==> config.mk <==
export PLATFORM = sky130hd
export DESIGN_NAME = tmds_channel_ctrl
export DESIGN_NICKNAME = d
export VERILOG_FILES = /design/src/rtl/tmds_channel_ctrl.sv
export SDC_FILE = /design/constraint.sdc
export NUM_CORES = 1
export LEC_CHECK = 0
export ABC_AREA = 1
export CORE_MARGIN = 5
export CORE_UTILIZATION = 45
export DETAILED_ROUTE_END_ITERATION = 12
export PLACE_DENSITY = 0.61
export SLEW_MARGIN = 20
export SYNTH_ARGS = -nofsm -noshare
export SYNTH_HDL_FRONTEND = slang
export SYNTH_SLANG_ARGS = --single-unit
==> constraint.sdc <==
create_clock -name clk -period 11 [get_ports clk]
set_input_delay 1.65 -clock clk [delete_from_list [all_inputs] [get_ports clk]]
set_output_delay 1.65 -clock clk [all_outputs]
set_load 0.03 [all_outputs]
==> src/rtl/tmds_channel_ctrl.sv <==
// +--------------------------------------------------------------------+
// | tmds_channel_ctrl: one TMDS lane with control/preamble/guard/video |
// | sequencing and DC-balancing disparity tracking.     Revision: 1.0 |
// +--------------------------------------------------------------------+
`default_nettype none

module tmds_stage1 (
  input  logic [7:0] data,
  output logic [8:0] q_m
);
  logic [3:0] ones;
  logic       use_xnor;
  logic       acc;

  always_comb begin
    ones = '0;
    for (int i = 0; i < 8; i++) ones = ones + {3'b000, data[i]};
    use_xnor = (ones > 4'd4) || ((ones == 4'd4) && !data[0]);
    acc      = data[0];
    q_m      = '0;
    q_m[0]   = acc;
    for (int i = 1; i < 8; i++) begin
      acc    = use_xnor ? ~(acc ^ data[i]) : (acc ^ data[i]);
      q_m[i] = acc;
    end
    q_m[8] = ~use_xnor;
  end
endmodule

module tmds_channel_ctrl #(
  parameter int PREAMBLE_LEN = 8,
  parameter int GUARD_LEN    = 2
) (
  input  logic       clk,
  input  logic       rst,
  input  logic       vid_valid,
  input  logic [7:0] vid_data,
  output logic       vid_ready,
  input  logic [1:0] ctrl,
  output logic [9:0] tmds_word,
  output logic       tmds_valid
);
  localparam logic [9:0] C_GUARD_WORD = 10'b1011001100;
  localparam logic [9:0] C_TOKEN_00   = 10'b1101010100;

  typedef enum logic [1:0] {S_CTRL, S_PRE, S_GUARD, S_VIDEO} state_t;

  state_t             state;
  logic [3:0]         pre_cnt;
  logic [1:0]         guard_cnt;
  logic signed [4:0]  cnt;

  logic [8:0]         q_m;
  logic [3:0]         n1;
  logic [3:0]         n0;
  logic signed [4:0]  diff;
  logic [9:0]         enc_word;
  logic signed [4:0]  cnt_next;

  function automatic logic [9:0] ctrl_token(input logic [1:0] c);
    case (c)
      2'b00:   ctrl_token = 10'b1101010100;
      2'b01:   ctrl_token = 10'b0010101011;
      2'b10:   ctrl_token = 10'b0101010100;
      default: ctrl_token = 10'b1010101011;
    endcase
  endfunction

  tmds_stage1 u_stage1 (
    .data (vid_data),
    .q_m  (q_m)
  );

  // diff = N1 - N0 of the stage-one output, range -8..+8
  always_comb begin
    n1 = '0;
    for (int i = 0; i < 8; i++) n1 = n1 + {3'b000, q_m[i]};
    n0   = 4'd8 - n1;
    diff = $signed({1'b0, n1}) - $signed({1'b0, n0});

    if ((cnt == 5'sd0) || (diff == 5'sd0)) begin
      enc_word = {~q_m[8], q_m[8], q_m[8] ? q_m[7:0] : ~q_m[7:0]};
      cnt_next = q_m[8] ? (cnt + diff) : (cnt - diff);
    end else if (((cnt > 5'sd0) && (diff > 5'sd0)) || ((cnt < 5'sd0) && (diff < 5'sd0))) begin
      enc_word = {1'b1, q_m[8], ~q_m[7:0]};
      cnt_next = cnt + (q_m[8] ? 5'sd2 : 5'sd0) - diff;
    end else begin
      enc_word = {1'b0, q_m[8], q_m[7:0]};
      cnt_next = cnt + diff - (q_m[8] ? 5'sd0 : 5'sd2);
    end
  end

  always_ff @(posedge clk) begin
    if (rst) begin
      state      <= S_CTRL;
      pre_cnt    <= '0;
      guard_cnt  <= '0;
      cnt        <= '0;
      tmds_word  <= C_TOKEN_00;
      tmds_valid <= 1'b0;
      vid_ready  <= 1'b0;
    end else begin
      tmds_valid <= 1'b1;
      case (state)
        S_CTRL: begin
          tmds_word <= ctrl_token(ctrl);
          if (vid_valid) state <= S_PRE;
        end
        S_PRE: begin
          tmds_word <= ctrl_token(ctrl);
          if (!vid_valid) begin
            state   <= S_CTRL;
            pre_cnt <= '0;
          end else if (pre_cnt == 4'(PREAMBLE_LEN - 1)) begin
            state   <= S_GUARD;
            pre_cnt <= '0;
          end else begin
            pre_cnt <= pre_cnt + 4'd1;
          end
        end
        S_GUARD: begin
          tmds_word <= C_GUARD_WORD;
          if (guard_cnt == 2'(GUARD_LEN - 1)) begin
            state     <= S_VIDEO;
            guard_cnt <= '0;
            vid_ready <= 1'b1;
          end else begin
            guard_cnt <= guard_cnt + 2'd1;
          end
        end
        default: begin
          if (vid_valid) begin
            tmds_word <= enc_word;
            cnt       <= cnt_next;
          end else begin
            tmds_word <= ctrl_token(ctrl);
            state     <= S_CTRL;
            cnt       <= '0;
            vid_ready <= 1'b0;
          end
        end
      endcase
    end
  end
endmodule

`default_nettype wire

==> flow_metrics.py <==
metrics = {
    "synthesis": {
        "synth_nets": 379,
        "yosysWarnings": 0,
        "syn_avg_cell_area_sq_um": 7.732,
        "synthDistinctLibCells": 37,
        "synth_enable_flop_cells": 0,
        "syn_inst": 329,
        "synth.cell_area_sq_mm": 0.002544,
        "synth_top_flop_cell": "dfxtp_1",
        "yosysSeqAreaShare_pct": 19.68,
        "synth_top_cell_area_share_pct": 19.68,
        "ys_ff_latch": 25,
        "yosys-top-cells-area": "dfxtp_1 (20%), ha_1 (12%), fa_1 (9.4%)",
        "yosys.area.top_type": "dfxtp_1",
        "async_reset_ff_share_pct": 0,
    },
    "routing": {
        "drt_wl_total_microns": 5480,
        "drtIter0Drc": 154,
        "wire_per_inst_microns": 12.86,
        "via_per_inst": 4.991,
        "antenna_left": 0,
        "first_pass_iters": 4,
        "vias": 2126,
        "drc": 0,
    },
    "clock_tree": {
        "postCtsSetupBuffers": 0,
        "htreeDepth": 1,
        "clk_latency_ps": 270,
        "cts_buffer_depth": 2,
        "holdBufCountCts": 0,
        "ctsResizeCount": 0,
        "cts_sinks": 25,
        "clk_pin_slew_ps": 90,
        "tritoncts": "built",
        "cts_inserted_buffers": 3,
        "cts_root_buf": "clkbuf_8",
    },
    "worst_setup_path": {
        "crit_top_cell": "fa_1",
        "crit_family": "adder cells",
        "critical_path.max_stage_delay_ps": 550,
        "crit_buf_inv": 9,
        "crit_type": "input port to flop",
        "worst_path_max_delay_cell": "fa_1",
        "critPathMaxFanout": 17,
        "crit_path_start_kind": "input port",
        "cp.required_ps": 11140,
        "crit_arrival_ps": 10230,
        "cp-end-kind": "flop",
    },
    "final_layout": {
        "drive_gt1_share_pct": 12.99,
        "syn2layout_area_growth_pct": 14.12,
        "nFillCells": 561,
        "antennaDiodeCount": 0,
        "nets": 405,
    },
    "grt": {
        "use_met3_pct": 2.621,
        "grt_pass1_vias": 2082,
        "grt.busiest_layer": "met2",
        "grt_usage_pct": 15.85,
        "overflow": 0,
        "grt_max_degree": 18,
        "grt_pass1_wl_microns": 9515,
        "use_met1_pct": 21.62,
        "antenna_found_initial": 0,
        "met2_usage_pct": 26.55,
    },
    "job": {
        "drv_cap": 0,
    },
    "timing": {
        "relSlewSlack_pct": 42.38,
        "setup_viol": 0,
        "setup_tns_ps": 0,
        "worst_pin_slew_ps": 856.3,
        "finalHoldViolCount": 0,
        "worst_clock_skew_ps": 3.430,
        "period_share_pct": 91.72,
        "rsz0062_at_grt": "false",
        "drv_slew": 0,
        "min_period_ps": 10090,
        "clock.fmax_ghz": 0.09911,
    },
    "floorplan": {
        "die_y_microns": 85.19,
        "start_util_pct": 46.19,
        "die_w_microns": 85.19,
        "coreArea_sq_mm": 0.005507,
        "die_area_sq_mm": 0.007256,
        "placementRows": 27,
        "io_pins": 25,
    },
    "placed_design": {
        "hpwl_microns": 4608,
        "place.gp.congestion": 0.9022,
        "portBuffers": 24,
    },
    "run_status": {
        "status": "finished, final reports clean",
    },
    "min_path": {
        "hold_class": "flop to flop",
    },
}
worst reg2reg max path, delay by kind of cell (launching register included):
kind                   cells  cell delay (ps)
AOI/OAI and AO/OA          3              280
buffers and inverters      2              230
DFF                        1              390
and+or+nand+nor            7             1400
layout make-up:
| cell class | instances | area [sq um] | area share (%) |
|---|---|---|---|
| Timing Repair Buffer | 24 | 240.2 | 8.276 |
| Clock inverter | 1 | 7.507 | 0.2586 |
| Sequential cell | 25 | 500.5 | 17.24 |
| Inverter | 56 | 217.7 | 7.500 |
| Clock buffer | 3 | 41.29 | 1.422 |
| Multi-Input combinational cell | 245 | 1805 | 62.20 |
| Tap cell | 72 | 90.09 | 3.103 |
Yosys cell counts (9+ instances only):
cell type	n
nor2_1	28
nand3_1	14
a21oi_1	23
ha_1	25
fa_1	12
xor2_1	9
o21ai_0	14
inv_1	45
inv_2	9
nand2_1	51
o21ai_1	16
dfxtp_1	25
registers in the layout, summed over array words and instances (netlist names):
name	cells
cnt	5
tmds_word	10
vid_ready	1
pre_cnt	4
state	2
guard_cnt	2
tmds_valid	1
kinds of logic (layout without fill, tap and decap cells):
group	after synthesis	after routing	synth area share [%]
AOI/OAI and AO/OA	69	69	16.38
xor gates and xnor gates	19	19	7.723
adders and majority gates	37	37	21.74
buffers and inverters	59	84	9.345
DFF	25	25	19.68
and+or+nand+nor	120	120	25.14
per-stage QoR:
| stage | hold WS (ps) | setup WS, ps | cells | utilization [%] | area (sq um) |
|---|---|---|---|---|---|
| floorplan | 408.7 | 1798 | 329 | - | 2544 |
| global placement | 426.2 | 899.4 | 422 | 51.83 | 2854 |
| detailed placement | 424.0 | 629.9 | 422 | 51.83 | 2854 |
| CTS | 437.5 | 883.8 | 426 | 52.72 | 2903 |
| global route | 460.8 | 284.2 | 426 | 52.72 | 2903 |
| finish | 434.4 | 910.6 | 426 | 52.72 | 2903 |
metal layers:
layer / routed length, microns / up-vias
li1: - / 1115
met1: 2687 / 967
met2: 2522 / 38
met3: 215 / 6
met4: 55 / 0
met5: 0 / -
path summary, 6_finish.rpt:
path                start           end  slack (ps)  cells after the start
max reg2reg        cnt[1]  tmds_word[0]        8570                     12
max           vid_data[0]        cnt[4]         910                     34
min          guard_cnt[1]  guard_cnt[1]         430                      2
min reg2reg  guard_cnt[1]  guard_cnt[1]         430                      2
cell usage in the layout (no fill, tap or decap), drive strengths merged, types with 2 or more instances in the layout:
cell type	n
ha	25
xnor3	2
o211ai	5
nor3	2
nand3	22
a21oi	24
clkbuf	3
xor2	9
inv	55
nor2	29
o21bai	2
fa	12
a211oi	2
o221ai	2
o21ai	31
xnor2	8
dfxtp	25
clkdlybuf4s50	24
nand2	65
Power is left out: the tool's default activity adds up to more than one toggle a clock period on the data nets, which glitch-free logic cannot reach.
